[config.mk]
export PLATFORM = sky130hd
export DESIGN_NAME = tia_hsync_counter
export DESIGN_NICKNAME = d
export VERILOG_FILES = /design/src/rtl/tia_hsync_counter.sv
export SDC_FILE = /design/constraint.sdc
export NUM_CORES = 1
export LEC_CHECK = 0
export CAP_MARGIN = 0
export CORE_ASPECT_RATIO = 0.9
export CORE_MARGIN = 2
export CORE_UTILIZATION = 45
export CTS_CLUSTER_DIAMETER = 50
export DETAILED_ROUTE_END_ITERATION = 10
export GPL_TIMING_DRIVEN = 0
export MAX_ROUTING_LAYER = met4
export PLACE_DENSITY = 0.78
export SLEW_MARGIN = 5
export SYNTH_ARGS = -nofsm -noshare
export SYNTH_HDL_FRONTEND = slang
export SYNTH_SLANG_ARGS = --single-unit
[constraint.sdc]
create_clock -name clk -period 2.11 [get_ports clk]
set_input_delay 0.3165 -clock clk [delete_from_list [all_inputs] [get_ports clk]]
set_output_delay 0.3165 -clock clk [all_outputs]
set_load 0.01 [all_outputs]
[src/rtl/tia_hsync_counter.sv]
// Horizontal sync counter driven by the TIA biphase clock (hphi1/hphi2).
// Optional phase-sequence checking is built when TIA_HSYNC_ERR_CHECK_EN is defined.
module tia_hsync_counter #(
   parameter int unsigned PERIOD      = 57,
   parameter int unsigned HSYNC_START = 4,
   parameter int unsigned HSYNC_END   = 8,
   parameter int unsigned HBLANK_END  = 16
) (
   input  logic       clk,
   input  logic       reset,
   input  logic       hphi1,
   input  logic       hphi2,
   input  logic       rsync_strobe,
   output logic [5:0] count,
   output logic [5:0] lfsr,
   output logic       hsync,
   output logic       hblank,
   output logic       adv,
   output logic       rsyn,
   output logic       phase_err
);

   localparam logic [1:0] S_WAIT_PHI1 = 2'd0;
   localparam logic [1:0] S_IN_PHI1   = 2'd1;
   localparam logic [1:0] S_WAIT_PHI2 = 2'd2;
   localparam logic [1:0] S_IN_PHI2   = 2'd3;

   localparam logic [5:0] CNT_LAST    = 6'(PERIOD - 1);
   localparam logic [5:0] CNT_HS_ON   = 6'(HSYNC_START);
   localparam logic [5:0] CNT_HS_OFF  = 6'(HSYNC_END);
   localparam logic [5:0] CNT_HB_OFF  = 6'(HBLANK_END);

   logic [1:0] state_q, state_d;
   logic [5:0] count_q, count_d;
   logic [5:0] lfsr_q, lfsr_d;
   logic       hsync_q, hsync_d;
   logic       hblank_q, hblank_d;
   logic       adv_q, adv_d;
   logic       rsyn_q, rsyn_d;

   logic       phi1_s;
   logic       phi2_s;
   logic       advance;
   logic       err_set;

   // Only a clean logic 1 counts as asserted; 0/z/x all read as deasserted.
   assign phi1_s = (hphi1 === 1'b1);
`ifdef TIA_HSYNC_ERR_CHECK_EN
   assign phi2_s = (hphi2 === 1'b1);
`else
   // Both-high collapses to phi1 alone when no checking is built.
   assign phi2_s = (hphi2 === 1'b1) && !phi1_s;
`endif

   always_comb begin
      state_d = state_q;
      advance = 1'b0;
      err_set = 1'b0;
      case (state_q)
         S_WAIT_PHI1: begin
`ifdef TIA_HSYNC_ERR_CHECK_EN
            if (phi2_s)
               err_set = 1'b1;
            else if (phi1_s)
               state_d = S_IN_PHI1;
`else
            if (phi1_s)
               state_d = S_IN_PHI1;
`endif
         end
         S_IN_PHI1: begin
`ifdef TIA_HSYNC_ERR_CHECK_EN
            if (phi1_s && phi2_s)
               err_set = 1'b1;
            else if (!phi1_s)
               state_d = S_WAIT_PHI2;
`else
            if (!phi1_s)
               state_d = S_WAIT_PHI2;
`endif
         end
         S_WAIT_PHI2: begin
`ifdef TIA_HSYNC_ERR_CHECK_EN
            if (phi1_s)
               err_set = 1'b1;
            else if (phi2_s)
               state_d = S_IN_PHI2;
`else
            if (phi2_s)
               state_d = S_IN_PHI2;
`endif
         end
         default: begin
`ifdef TIA_HSYNC_ERR_CHECK_EN
            if (phi1_s)
               err_set = 1'b1;
            else if (!phi2_s) begin
               advance = 1'b1;
               state_d = S_WAIT_PHI1;
            end
`else
            if (!phi2_s) begin
               advance = 1'b1;
               state_d = S_WAIT_PHI1;
            end
`endif
         end
      endcase
      if (err_set)
         state_d = S_WAIT_PHI1;
   end

   // Counter, LFSR image and registered decodes; the strobe overrides any advance.
   always_comb begin
      count_d  = count_q;
      lfsr_d   = lfsr_q;
      hsync_d  = hsync_q;
      hblank_d = hblank_q;
      adv_d    = 1'b0;
      rsyn_d   = 1'b0;
      if (rsync_strobe) begin
         count_d  = '0;
         lfsr_d   = '0;
         hsync_d  = 1'b0;
         hblank_d = 1'b1;
         rsyn_d   = 1'b1;
      end else if (advance) begin
         adv_d = 1'b1;
         if (count_q == CNT_LAST) begin
            count_d = '0;
            lfsr_d  = '0;
         end else begin
            count_d = count_q + 6'd1;
            lfsr_d  = {lfsr_q[4:0], ~(lfsr_q[5] ^ lfsr_q[4])};
         end
         if (count_d == CNT_HS_ON)
            hsync_d = 1'b1;
         else if (count_d == CNT_HS_OFF)
            hsync_d = 1'b0;
         if (count_d == '0)
            hblank_d = 1'b1;
         else if (count_d == CNT_HB_OFF)
            hblank_d = 1'b0;
      end
   end

   always_ff @(posedge clk) begin
      if (reset) begin
         state_q  <= S_WAIT_PHI1;
         count_q  <= '0;
         lfsr_q   <= '0;
         hsync_q  <= 1'b0;
         hblank_q <= 1'b1;
         adv_q    <= 1'b0;
         rsyn_q   <= 1'b0;
      end else begin
         state_q  <= rsync_strobe ? S_WAIT_PHI1 : state_d;
         count_q  <= count_d;
         lfsr_q   <= lfsr_d;
         hsync_q  <= hsync_d;
         hblank_q <= hblank_d;
         adv_q    <= adv_d;
         rsyn_q   <= rsyn_d;
      end
   end

`ifdef TIA_HSYNC_ERR_CHECK_EN
   logic phase_err_q;

   // Sticky: only reset clears it; a strobe leaves it alone.
   always_ff @(posedge clk) begin
      if (reset)
         phase_err_q <= 1'b0;
      else if (!rsync_strobe && err_set)
         phase_err_q <= 1'b1;
   end

   assign phase_err = phase_err_q;
`else
   assign phase_err = 1'b0;
`endif

   assign count  = count_q;
   assign lfsr   = lfsr_q;
   assign hsync  = hsync_q;
   assign hblank = hblank_q;
   assign adv    = adv_q;
   assign rsyn   = rsyn_q;

endmodule

==> run metrics, run 1 <==
status completed; power density cells approximately 460 nW/um2; core area between 2000 and 2500 um2; DPL Wire Length 1584 um; Sw Pwr 0.0001353 W; static leakage power between 0.4 and 0.5 nW; clock sink count 18; Comb power frac ~5.9%; FF+latch count, synth 18; Area after DPL 1240 um2; Synth top area share roughly 36%; RSZ-0062 raised after global routing no; Mapped Cells about 120; Yosys Warn Count 0; largest net degree at the start of global routing 11; Final Wtd Congestion around 0.89; fin nets roughly 160; Max-cap violations 0; clock buffer count from CTS 3; reg-to-reg slack, setup about 110 ps; vias about 960; Die Area between 2000 and 3000 um2; number of port buffers 20; critical path class reg2reg; Clk network pwr share approximately 37%; crit path to hblank; pre-CTS setup slack approximately 0.14 ps; initial antenna violation count 0; wire length per cell around 13 um; maximum clock path buffer count 2; final-report hold violation count 0; remaining global-route overflow 0; CP Data Arrival Time approximately 2200 ps; top_reg_cell synth dfxtp_1; Top Ports 22; Reg2Reg Depth 9; ant diodes 0; syn nets between 100 and 150; Switching Share between 20% and 30%; Final Skew ~3.1 ps; Yosys top cell by area dfxtp_1; Initial DRT Pass Iterations 4; Row Count 16; Core Util, Final just over 60%; Int Pwr between 0.0004 and 0.0005 W; synth cell count leaders dfxtp_1, nand2_1, a21oi_1; worst hold path type reg2reg; Yosys cell types 41; Setup crit start count[0]; CTS clk-pin slew, worst paths 110 ps; sequential element share of the synthesized area 35.82%; post-synthesis cell area approximately 1000 um2; Vias/cell around 5.4; Slew Limit Fails 0; Seq pwr share 57.3%; Worst VDD drop 318.5 uV; Area contributors post-synth dfxtp_1, ha_1, a21oi_1, nand2_1, nand3_1; die height a little under 50 um; Worst setup EP type register; CTS Root Cell clkbuf_4; clk_lat worst skew 300 ps; global-route wire length before repair 3981 um; Final Critical Period approximately 2000 ps; reg2reg end hblank; Area Overhead vs Synth 30.47%; period utilisation layout a little over nine tenths; worst setup margin roughly 110 ps; TritonCTS clock tree yes; CTS H-tree depth 1; total routed wirelength approximately 2300 um; hold_ws 479.5 ps; met2 wire len 1091 um; Chip Width between 50 and 60 um; reg-to-reg startpoint count[0]; number of nets still failing antenna checks after routing 0; layout cells sized above 1 approximately an eighth; Avg Cell Area, Syn 8.113 um2; final setup vio count 0; Peak Freq 500.1 MHz; Critical Path RT between 2000 and 2500 ps; drt first-iter violations 25; GRT Total Usage approximately a fifth; Initial Utilization between 40% and 50%; number of remaining DRC errors 0; Hold Startpoint hblank; Final Cell Area approximately 1300 um2; vias in the first global route ~930; number of hold buffers added after CTS 0; crit path max fanout 8; most common cell in the synthesized netlist dfxtp_1; ys async rst share 0%; uppermost routed layer met4; Critical Path Start Type register; met1 WL ~1100 um; EDFF count, synth 0; Final TNS setup 0 ps; met3 WL roughly 77 um
==> per-layer routing <==
metal / global-route usage (%) / up-vias
li1: - / 477
met4: 7.692 / 0
met2: 31.71 / 29
met3: 3.374 / 4
met5: - / -
met1: 25.68 / 454
==> worst max-delay path: stages, from the launching register on <==
cell      delay, ps
dfxtp_2         350
buf_6           130
inv_2            40
ha_2            190
nand4_4         110
or2_1           260
buf_6           130
a311oi_4        320
nand3b_1        120
a211o_1         260
==> how the worst min path moves through the flow <==
stage | endpoint | slack [ps] | depth (start not counted)
6_report | hblank | 480 | 1
5_1_grt | lfsr[2] | 500 | 2
4_1_cts | hblank | 480 | 1
3_5_place_dp | hblank | 460 | 1
3_3_place_gp | hblank | 450 | 1
2_1_floorplan | rsyn | 390 | 1
==> layout by cell type, fill, tap and decap left out, types with 2 or more instances in the layout <==
| master | Yosys | routed |
|---|---|---|
| clkbuf_4 | 0 | 3 |
| a21oi_1 | 13 | 13 |
| nand3b_1 | 2 | 2 |
| ha_1 | 6 | 5 |
| clkdlybuf4s50_1 | 0 | 20 |
| or2_1 | 2 | 2 |
| nor2b_1 | 3 | 3 |
| dfxtp_1 | 18 | 16 |
| inv_1 | 6 | 5 |
| nand2b_1 | 3 | 3 |
| clkbuf_1 | 4 | 3 |
| buf_4 | 2 | 4 |
| nor2_1 | 9 | 9 |
| buf_6 | 1 | 2 |
| and3_1 | 4 | 4 |
| dfxtp_2 | 0 | 2 |
| nor3b_1 | 2 | 2 |
| nand2_1 | 17 | 17 |
| nand3_1 | 7 | 7 |
==> sequential cells by signal, summed over array words and instances, names as in the netlist <==
| name | flops |
|---|---|
| hsync | 1 |
| rsyn | 1 |
| lfsr | 6 |
| hblank | 1 |
| state_q | 2 |
| count | 6 |
| adv | 1 |
==> timing repair <==
action,in CTS,in global routing
pin swaps,0,3
buffers inserted,0,2
resized for setup,1,9
setup endpoints to repair,1,2
==> cell families (layout without fill, tap and decap cells) <==
kind of cell | count (synthesis) | count (layout) | synth area share, %
compound gates | 27 | 27 | 19.53
xor+xnor | 2 | 2 | 1.742
fa+ha+maj | 6 | 6 | 7.462
buf+inv | 15 | 41 | 7.212
flops | 18 | 18 | 35.82
other cells | 1 | 1 | 0.3728
simple gates | 55 | 55 | 27.86
==> metrics by stage <==
stage	cells	power, W
after global routing	177	0.0006198
after floorplan	124	0.0003717
final	177	0.0006000
after detailed placement	171	0.0003866
after global placement	171	0.0003849
after CTS	175	0.0005975
==> cell type report <==
cell class / count / area (um2)
sequential: 18 / 362.8
multi-input combinational: 91 / 584.3
buffer: 9 / 57.56
fill: 183 / 829.5
inverter: 6 / 22.52
clock buffer: 4 / 36.28
timing repair buffer: 22 / 215.2
tap: 27 / 33.78
==> power groups by stage <==
| stage | sequential (W) | combinational, W | clock, W |
|---|---|---|---|
| 2_1_floorplan | 0.000352 | 0.0000198 | 0 |
| 3_3_place_gp | 0.000351 | 0.0000334 | 0 |
| 3_5_place_dp | 0.000352 | 0.0000350 | 0 |
| 4_1_cts | 0.000344 | 0.0000353 | 0.000218 |
| 5_1_grt | 0.000344 | 0.0000396 | 0.000236 |
| 6_report | 0.000344 | 0.0000357 | 0.000220 |
(Power assumes the default switching activity.)
==> inputs of run 2 (changes only) <==
TNS_END_PERCENT = 100   (was not set)
==> results of run 2 <==
Same layout as run 1: the final DEF is identical, and so are final timing and power.
==> inputs of run 3 (changes only) <==
CORE_UTILIZATION = 44   (was 45)
PLACE_DENSITY = 0.8   (was 0.78)
clock period = 1.8 ns   (was 2.11 ns; I/O delays follow)
==> run 3 against run 2 <==
Final cell count is 0.56% lower. Clock-buffer cell count is the same. First-iteration DRC count fell by 40%. Routed wire length down 3.8%. Largest cell class unchanged. Critical path depth down 1. Clock power increased by 11%. Combinational power grew 28%. Cell area is 5.2% higher. Sequential power is 17% higher.
==> run metrics, run 3 (synthesis results as in run 1) <==
status completed; reg-to-reg startpoint count[0]; initial antenna violation count 0; power density cells between 500 and 600 nW/um2; Reg2Reg Depth 8; Comb power frac 6.6%; Initial Utilization a little under half; die height roughly 49 um; ant diodes 0; Hold Startpoint hblank; static leakage power around 0.44 nW; Worst setup EP type register; crit path max fanout 3; Final Critical Period ~1700 ps; pre-CTS setup slack -138.2 ps; clk_lat worst skew around 290 ps; Inst Count DP 171; TritonCTS clock tree yes; clock sink count 18; vias in the first global route roughly 850; Row Count 16; Final Skew ~8.5 ps; RSZ-0062 raised after global routing yes; total routed wirelength ~2200 um; Critical Path Start Type register; hold path endpoint hblank; Worst VDD drop 481.0 uV; Initial DRT Pass Iterations 4; drt first-iter violations 15; number of remaining DRC errors 0; Int Pwr about 0.00054 W; DPL Wire Length around 1600 um; number of port buffers 20; CTS clk-pin slew, worst paths around 110 ps; fin nets between 150 and 200; Switching Share 21.39%; Clk network pwr share between 30% and 40%; Seq pwr share 58.0%; reg-to-reg slack, setup roughly 63 ps; Slew Limit Fails 0; CTS Root Cell clkbuf_4; final setup vio count 0; period utilisation layout 96.52%; Post-Layout Cell Count around 180; Chip Width 54.40 um; wire length per cell roughly 12 um; hold path cells 1; Top Ports 22; final-report hold violation count 0; Die Area between 2000 and 3000 um2; CTS H-tree depth 1; reg2reg end hblank; remaining global-route overflow 0; critical path class reg2reg; number of nets still failing antenna checks after routing 0; layout cells sized above 1 a little under a fifth; global-route wire length before repair between 3000 and 4000 um; hold_ws roughly 470 ps; Max-cap violations 0; CP Data Arrival Time 1920 ps; Area Overhead vs Synth 37.31%; Vias/cell about 5.3; clock buffer count from CTS 3; Peak Freq about 580 MHz; core area roughly 2200 um2; Sw Pwr roughly 0.00015 W; Final Wtd Congestion approximately 0.88; vias 938; worst setup margin 62.70 ps; most frequent cells in the layout clkdlybuf4s50_1, nand2_1, dfxtp_1, a21oi_1, nor2_1; most common cell after layout, fill and taps aside clkdlybuf4s50_1; largest net degree at the start of global routing 11; GRT Total Usage 17.61%; maximum clock path buffer count 2; Critical Path RT between 1500 and 2000 ps; worst hold path type reg2reg
-- run 3: repair_timing --
item | 4_1_cts | 5_1_grt
buffers inserted | 2 | 0
resized for setup | 2 | 14
setup endpoints to repair | 2 | 5
pin swaps | 3 | 1
hold buffers | 0 | 0
-- run 3: critical path, stage by stage (launching register included) --
cell,delay (ps)
dfxtp_2,350
buf_8,120
inv_4,40
ha_4,120
nand4_4,100
or2_4,290
a311oi_4,240
nand3b_1,110
a211o_1,260
-- run 3: stage by stage --
step | TNS (ps) | util, % | cell area (um2) | total power, W
after global routing | -17.62 | 63.89 | 1381 | 0.0007269
after floorplan | -26.73 | - | 1032 | 0.0004358
after CTS | -33.73 | 61.40 | 1328 | 0.0006977
final | 0 | 63.89 | 1381 | 0.0006926
after detailed placement | -349.8 | 58.56 | 1266 | 0.0004537
after global placement | -187.5 | 58.56 | 1266 | 0.0004513
-- run 3: per-layer routing --
| layer | track usage, % | part of all wire [%] | wire length [um] |
|---|---|---|---|
| met5 | - | 0 | 0 |
| met4 | 5.000 | 1.1 | 23 |
| met3 | 3.681 | 3.2 | 69 |
| met2 | 28.92 | 53 | 1145 |
| met1 | 21.29 | 43 | 930 |
-- run 3: how the worst max path moves through the flow --
stage / startpoint / endpoint / cells past startpoint
finish: count[0] / hblank / 8
global route: count[0] / hblank / 8
CTS: count[0] / hblank / 9
detailed placement: hphi1 / hblank / 6
global placement: hphi1 / hblank / 6
floorplan: count[0] / hblank / 9
-- run 3: cell type report --
cell class / count / area, um2
Sequential cell: 18 / 365.4
Inverter: 6 / 25.02
Buffer: 8 / 50.05
Tap cell: 27 / 33.78
Fill cell: 196 / 780.7
Multi-Input combinational cell: 91 / 655.6
Clock buffer: 4 / 36.28
Timing Repair Buffer: 22 / 215.2
-- run 3: power groups by stage --
stage,Clock (W),Sequential (W),Combinational (W)
floorplan,0,0.000412,0.0000233
global route,0.000274,0.000402,0.0000507
CTS,0.000253,0.000403,0.0000419
finish,0.000245,0.000402,0.0000456
detailed placement,0,0.000412,0.0000414
global placement,0,0.000412,0.0000393
